### src/rtl/router_pkg.sv
// Shared definitions for the 1x3 router: byte layout of a header and
// the classification of a byte leaving a per-port output FIFO.
package router_pkg;

    localparam int ROUTER_DATA_W   = 8;
    localparam int ROUTER_ADDR_LSB = 0;
    localparam int ROUTER_ADDR_MSB = 1;
    localparam int ROUTER_LEN_LSB  = 2;
    localparam int ROUTER_LEN_MSB  = 7;
    localparam int NUM_PORTS       = 3;

    // What kind of read the output FIFO performs on a given cycle.
    typedef enum logic [1:0] {
        RD_NONE   = 2'd0,  // no read accepted
        RD_HEADER = 2'd1,  // header byte: reload the length counter
        RD_BODY   = 2'd2,  // payload/parity byte inside a packet
        RD_ORPHAN = 2'd3   // non-header byte with no packet open
    } rd_kind_e;

endpackage

### src/rtl/router_fifo_mem.sv
// Storage array of a router output FIFO: DEPTH words of DATA_W+1 bits
// (header tag in the MSB). One write port, one registered read port for
// the payload byte, and a combinational peek of the tag and length field
// of the head entry so the counter logic can act on the same edge.
module router_fifo_mem
    import router_pkg::*;
#(
    parameter int DEPTH   = 16,
    parameter int DATA_W  = ROUTER_DATA_W,
    parameter int LEN_LSB = ROUTER_LEN_LSB,
    parameter int LEN_MSB = ROUTER_LEN_MSB,
    parameter int AW      = $clog2(DEPTH)
) (
    input  logic                       clock,
    input  logic                       resetn,
    input  logic                       clr,
    input  logic                       wr_en,
    input  logic [AW-1:0]              wr_addr,
    input  logic [DATA_W:0]            wr_data,
    input  logic                       rd_en,
    input  logic [AW-1:0]              rd_addr,
    output logic                       peek_tag,
    output logic [LEN_MSB-LEN_LSB:0]   peek_len,
    output logic [DATA_W-1:0]          rd_data
);

    logic [DATA_W:0]   mem_q [DEPTH];
    logic [DATA_W:0]   head_word;
    logic [DATA_W-1:0] rd_data_d;
    logic [DATA_W-1:0] rd_data_q;

    // Array write; contents are never reset, stale entries are unreachable.
    always_ff @(posedge clock) begin
        if (wr_en) begin
            mem_q[wr_addr] <= wr_data;
        end
    end

    assign head_word = mem_q[rd_addr];
    assign peek_tag  = head_word[DATA_W];
    assign peek_len  = head_word[LEN_MSB:LEN_LSB];

    // Next read byte: cleared by a flush, loaded on a read, else held.
    always_comb begin
        rd_data_d = rd_data_q;
        if (clr) begin
            rd_data_d = '0;
        end else if (rd_en) begin
            rd_data_d = head_word[DATA_W-1:0];
        end
    end

    // Read data register.
    always_ff @(posedge clock or negedge resetn) begin
        if (!resetn) begin
            rd_data_q <= '0;
        end else begin
            rd_data_q <= rd_data_d;
        end
    end

    assign rd_data = rd_data_q;

endmodule

### src/rtl/router_out_fifo.sv
// Per-port output FIFO of the 1x3 router. Buffers tagged bytes from the
// register stage, serves the destination reader, counts the bytes left in
// the packet being read, pulses pkt_done on its parity byte and raises a
// sticky frame_err on broken framing. soft_reset flushes the port.
module router_out_fifo
    import router_pkg::*;
#(
    parameter int DEPTH   = 16,
    parameter int DATA_W  = ROUTER_DATA_W,
    parameter int LEN_MSB = ROUTER_LEN_MSB
) (
    input  logic              clock,
    input  logic              resetn,
    input  logic              soft_reset,
    input  logic              write_enb,
    input  logic              lfd_state,
    input  logic [DATA_W-1:0] data_in,
    input  logic              read_enb,
    output logic [DATA_W-1:0] data_out,
    output logic              data_valid,
    output logic              pkt_done,
    output logic              frame_err,
    output logic              full,
    output logic              empty
);

    localparam int AW      = $clog2(DEPTH);
    localparam int LEN_LSB = ROUTER_LEN_LSB;
    localparam int LEN_W   = LEN_MSB - LEN_LSB + 1;
    // One extra bit so that length + parity never overflows.
    localparam int CW      = LEN_W + 1;

    logic [AW:0]    wr_ptr_d,   wr_ptr_q;
    logic [AW:0]    rd_ptr_d,   rd_ptr_q;
    logic [CW-1:0]  byte_cnt_d, byte_cnt_q;
    logic           data_valid_d, data_valid_q;
    logic           pkt_done_d,   pkt_done_q;
    logic           frame_err_d,  frame_err_q;

    logic           wr_acc;
    logic           rd_acc;
    logic           head_tag;
    logic [LEN_W-1:0] head_len;
    rd_kind_e       rd_kind;

    // Flags come straight from the pointers: the extra MSB tells a full
    // ring from an empty one when the index bits match.
    assign empty = (wr_ptr_q == rd_ptr_q);
    assign full  = (wr_ptr_q[AW] != rd_ptr_q[AW]) &&
                   (wr_ptr_q[AW-1:0] == rd_ptr_q[AW-1:0]);

    // A flush wins over both requests in the same cycle.
    assign wr_acc = write_enb && !full  && !soft_reset;
    assign rd_acc = read_enb  && !empty && !soft_reset;

    router_fifo_mem #(
        .DEPTH   (DEPTH),
        .DATA_W  (DATA_W),
        .LEN_LSB (LEN_LSB),
        .LEN_MSB (LEN_MSB),
        .AW      (AW)
    ) u_mem (
        .clock    (clock),
        .resetn   (resetn),
        .clr      (soft_reset),
        .wr_en    (wr_acc),
        .wr_addr  (wr_ptr_q[AW-1:0]),
        .wr_data  ({lfd_state, data_in}),
        .rd_en    (rd_acc),
        .rd_addr  (rd_ptr_q[AW-1:0]),
        .peek_tag (head_tag),
        .peek_len (head_len),
        .rd_data  (data_out)
    );

    // Classify the byte being read this cycle from its tag and the counter.
    always_comb begin
        rd_kind = RD_NONE;
        if (rd_acc) begin
            if (head_tag) begin
                rd_kind = RD_HEADER;
            end else if (byte_cnt_q != '0) begin
                rd_kind = RD_BODY;
            end else begin
                rd_kind = RD_ORPHAN;
            end
        end
    end

    // Next-state for pointers, byte counter, valid/done pulses and error.
    always_comb begin
        wr_ptr_d     = wr_ptr_q;
        rd_ptr_d     = rd_ptr_q;
        byte_cnt_d   = byte_cnt_q;
        data_valid_d = rd_acc;
        pkt_done_d   = 1'b0;
        frame_err_d  = frame_err_q;

        if (soft_reset) begin
            wr_ptr_d     = '0;
            rd_ptr_d     = '0;
            byte_cnt_d   = '0;
            data_valid_d = 1'b0;
            frame_err_d  = 1'b0;
        end else begin
            if (wr_acc) begin
                wr_ptr_d = wr_ptr_q + 1'b1;
            end
            if (rd_acc) begin
                rd_ptr_d = rd_ptr_q + 1'b1;
            end

            case (rd_kind)
                RD_HEADER: begin
                    // Payload length plus the trailing parity byte.
                    byte_cnt_d = CW'(head_len) + CW'(1);
                    if (byte_cnt_q != '0) begin
                        frame_err_d = 1'b1;
                    end
                end
                RD_BODY: begin
                    byte_cnt_d = byte_cnt_q - CW'(1);
                    pkt_done_d = (byte_cnt_q == CW'(1));
                end
                RD_ORPHAN: begin
                    frame_err_d = 1'b1;
                end
                default: begin
                end
            endcase
        end
    end

    // Control state registers.
    always_ff @(posedge clock or negedge resetn) begin
        if (!resetn) begin
            wr_ptr_q     <= '0;
            rd_ptr_q     <= '0;
            byte_cnt_q   <= '0;
            data_valid_q <= 1'b0;
            pkt_done_q   <= 1'b0;
            frame_err_q  <= 1'b0;
        end else begin
            wr_ptr_q     <= wr_ptr_d;
            rd_ptr_q     <= rd_ptr_d;
            byte_cnt_q   <= byte_cnt_d;
            data_valid_q <= data_valid_d;
            pkt_done_q   <= pkt_done_d;
            frame_err_q  <= frame_err_d;
        end
    end

    assign data_valid = data_valid_q;
    assign pkt_done   = pkt_done_q;
    assign frame_err  = frame_err_q;

endmodule

### config.mk
export PLATFORM = sky130hd
export DESIGN_NAME = router_out_fifo
export DESIGN_NICKNAME = d
export VERILOG_FILES = /design/src/rtl/router_pkg.sv /design/src/rtl/router_fifo_mem.sv /design/src/rtl/router_out_fifo.sv
export SDC_FILE = /design/constraint.sdc
export NUM_CORES = 1
export LEC_CHECK = 0
export BUFFER_PORTS_ARGS = -buffer_cell sky130_fd_sc_hd__buf_2
export CAP_MARGIN = 20
export CORE_UTILIZATION = 50
export CTS_CLUSTER_DIAMETER = 60
export DETAILED_ROUTE_END_ITERATION = 6
export PLACE_DENSITY = 0.79
export SYNTH_ARGS = -nofsm -noshare
export SYNTH_HDL_FRONTEND = slang
export SYNTH_SLANG_ARGS = --single-unit
### constraint.sdc
create_clock -name clock -period 5.9 [get_ports clock]
set_input_delay 0.59 -clock clock [delete_from_list [all_inputs] [get_ports clock]]
set_output_delay 0.59 -clock clock [all_outputs]
set_load 0.005 [all_outputs]
==> summary.md <==
| Metric | Value |
|---|---|
| Hold_buf cts | `0` |
| Pleak | `0.002829 µW` |
| First-pass GRT wire length | `23.66 mm` |
| Clk network pwr share | `38.1%` |
| Syn Nets | `455` |
| Largest net degree at the start of global routing | `36` |
| Placer congestion estimate | `about 0.88` |
| Status | `finished, final reports clean` |
| Most frequent cell after synthesis | `edfxtp_1` |
| Post-synthesis instance total | `about 430` |
| CP Capture Type | `flop` |
| Final setup viols | `0` |
| Relative slew slack | `between 30% and 40%` |
| Gate power share | `14.7%` |
| Die H | `122.6 µm` |
| Htree depth | `4` |
| Grt total ovfl | `0` |
| Total track usage | `22.77%` |
| Total number of vias | `between 4000 and 5000` |
| Routed WL | `approximately 15 mm` |
| P&R area growth vs syn | `12.76%` |
| Path type of the worst setup path | `flop to flop` |
| Wirelength per Cell | `23.29 µm` |
| Skew final | `8.775 ps` |
| CTS root buffer | `clkbuf_16` |
| P_int | `2144 µW` |
| Worst-path clk slew | `70 ps` |
| Unrepaired setup endpoints after global routing | `no` |
| Clock buffer depth | `2` |
| Yosys top cell by area | `edfxtp_1` |
| Syn avg cell area | `16.82 µm²` |
| Final Hold Vio Count | `0` |
| Setup TNS | `0 ps` |
| Vias in the first global route | `4076` |
| Clock Sinks | `about 170` |
| Die ar. | `0.01502 mm²` |
| Top cell type's share of synthesized area | `59.49%` |
| Register area share after synthesis | `69.13%` |
| Iter 0 DRT Violations | `between 400 and 500` |
| Post-CTS Resized | `0` |
| Switching pwr | `795.0 µW` |
| DRT antenna net count | `0` |
| Top Ports | `27` |
| Nets | `490` |
| Startpoint type of the worst setup path | `flop` |
| Finished Layout Cells | `660` |
| Core footprint | `0.01404 mm²` |
| Cell area after synthesis | `0.007268 mm²` |
| Pre-CTS setup slack | `2438 ps` |
| CTS tree | `built` |
| Ant. Diodes | `0` |
| Initial DRT Pass Iterations | `5` |
| Max Freq | `285.8 MHz` |
| Residual DRC | `0` |
| Crit path max fanout | `22` |
| Switching share of power | `27.05%` |
| Post-CTS setup buffers | `0` |
| Share of cells above drive strength 1 | `24.79%` |
| Synth unique cells | `between 50 and 60` |
| Die Wd | `roughly 120 µm` |
| PortBufs | `26` |
| Synth top area cells | `edfxtp_1, mux4_2, dfrtp_1` |
| Fin crit share | `roughly 60%` |
| Post-synth EDFFs | `144` |
| Worst vdd ir | `0.0002552 V` |
| Avg Vias per Cell | `between 6 and 7` |
| Worst slew pin tran | `957.5 ps` |
| Min Tclk post-route | `3499 ps` |
| Asr flop ratio synth | `16.28%` |
| Yosys reg bits | `172` |
| Initial antenna violation count | `1` |
| Worst Hold Class | `input port to async pin` |
| R2R depth | `7` |
| Row cnt | `43` |
| Arrival @ worst endpoint | `between 3000 and 4000 ps` |
| Top_reg_cell synth | `edfxtp_1` |
| Yosys warns | `0` |
| Max Cap Viol | `0` |
| Initial Util | `51.76%` |
| Req. time, crit path | `5960 ps` |
| Seq pwr share | `47.3%` |
| Cells after DPL | `624` |
| PD cells | `358.6 mW/mm²` |
| Final worst slack | `2401 ps` |
| Top post-synthesis cells by count | `edfxtp_1, mux4_2, nand2_1` |
| Inserted Clock Buffers | `17` |
| Hpwl dp | `between 9 and 10 mm` |
| Final Max Slew Viols | `0` |
| Worst-skew pair later-pin latency | `about 440 ps` |
[power by group through the flow]
stage          Combinational, µW  Sequential [µW]  Clock (µW)
2_1_floorplan                327             1390           0
3_3_place_gp                 389             1430           0
3_5_place_dp                 397             1440           0
4_1_cts                      400             1410        1130
5_1_grt                      466             1400        1190
6_report                     431             1390        1120
[cell type report]
cell class	instances	area, µm²
inverters	14	55.05
well taps	180	225.2
multi-input cells	224	2062
clock inverters	15	170.2
clock buffers	17	425.4
flip-flops and latches	172	5027
repair buffers	38	230.2
fillers	1054	5847
[cell families (layout without fill, tap and decap cells)]
family / after synthesis / count (layout) / synth area share, %
and+or+nand+nor: 96 / 96 / 6.438
AOI/OAI and AO/OA: 47 / 47 / 4.734
adders and majority gates: 9 / 9 / 1.549
muxes: 54 / 54 / 13.22
DFF: 172 / 172 / 69.13
xor gates and xnor gates: 18 / 18 / 2.169
buffers and inverters: 36 / 84 / 2.754
[critical path, cell delays in order (launching register included)]
cell and delay (ps):
dfrtp_1 960, xnor2_1 160, nand4_1 200, nand2b_1 160, and2_1 420, nor2b_1 330, nand3_1 170, nor2_1 720
[metal layers]
layer  track usage [%]  up-vias  wire length, µm
li1                  -     1760                -
met1             30.94     2027             6454
met2             33.67      208             7212
met3             7.017       41             1229
met4             10.67        2              463
met5                 0        -               11
[state kept, by name (all words and copies together) (netlist names)]
register and cells:
rd_ptr_q 5, frame_err 1, u_mem.rd_data 8, data_valid 1, u_mem.mem_q 144, wr_ptr_q 5
pkt_done 1, byte_cnt_q 7
[through the flow]
step                      cell area (µm²)  power (µW)  hold slack (ps)  util [%]
after CTS                            8155        2943            178.0     58.08
after global routing                 8195        3050            206.8     58.36
after detailed placement             7560        1834            487.8     53.84
final                                8195        2939            167.6     58.36
after global placement               7560        1821            473.3     53.84
after floorplan                      7268        1720            294.4         -
[layout by cell type (no fill, tap or decap), types with 3 or more instances in the layout]
cell,instances
a21oi_1,15
and3_1,5
buf_2,27
buf_4,10
clkbuf_16,17
clkinv_1,3
dfrtp_1,26
edfxtp_1,144
ha_1,9
inv_1,11
inv_6,7
inv_8,3
mux2_2,5
mux2i_1,15
mux4_2,33
nand2_1,29
nand3_1,4
nand4_1,6
nor2_1,26
nor2b_1,5
nor3_1,8
nor4_2,3
o211ai_1,3
o21ai_1,3
o221ai_1,3
xnor2_1,10
xor2_1,8
[path summary, 6_finish.rpt]
path / slack (ps) / start / to
setup / recovery: 2400 / rd_ptr_q[2] / u_mem.mem_q[7][3]
hold / removal: 170 / resetn / wr_ptr_q[1]
setup reg to reg: 2400 / rd_ptr_q[2] / u_mem.mem_q[7][3]
hold reg to reg: 500 / frame_err / frame_err
max in group asynchronous: 5290 / resetn / rd_ptr_q[0]
min in group clock: 500 / frame_err / frame_err
No activity file was read; power rests on OpenSTA's default activity.
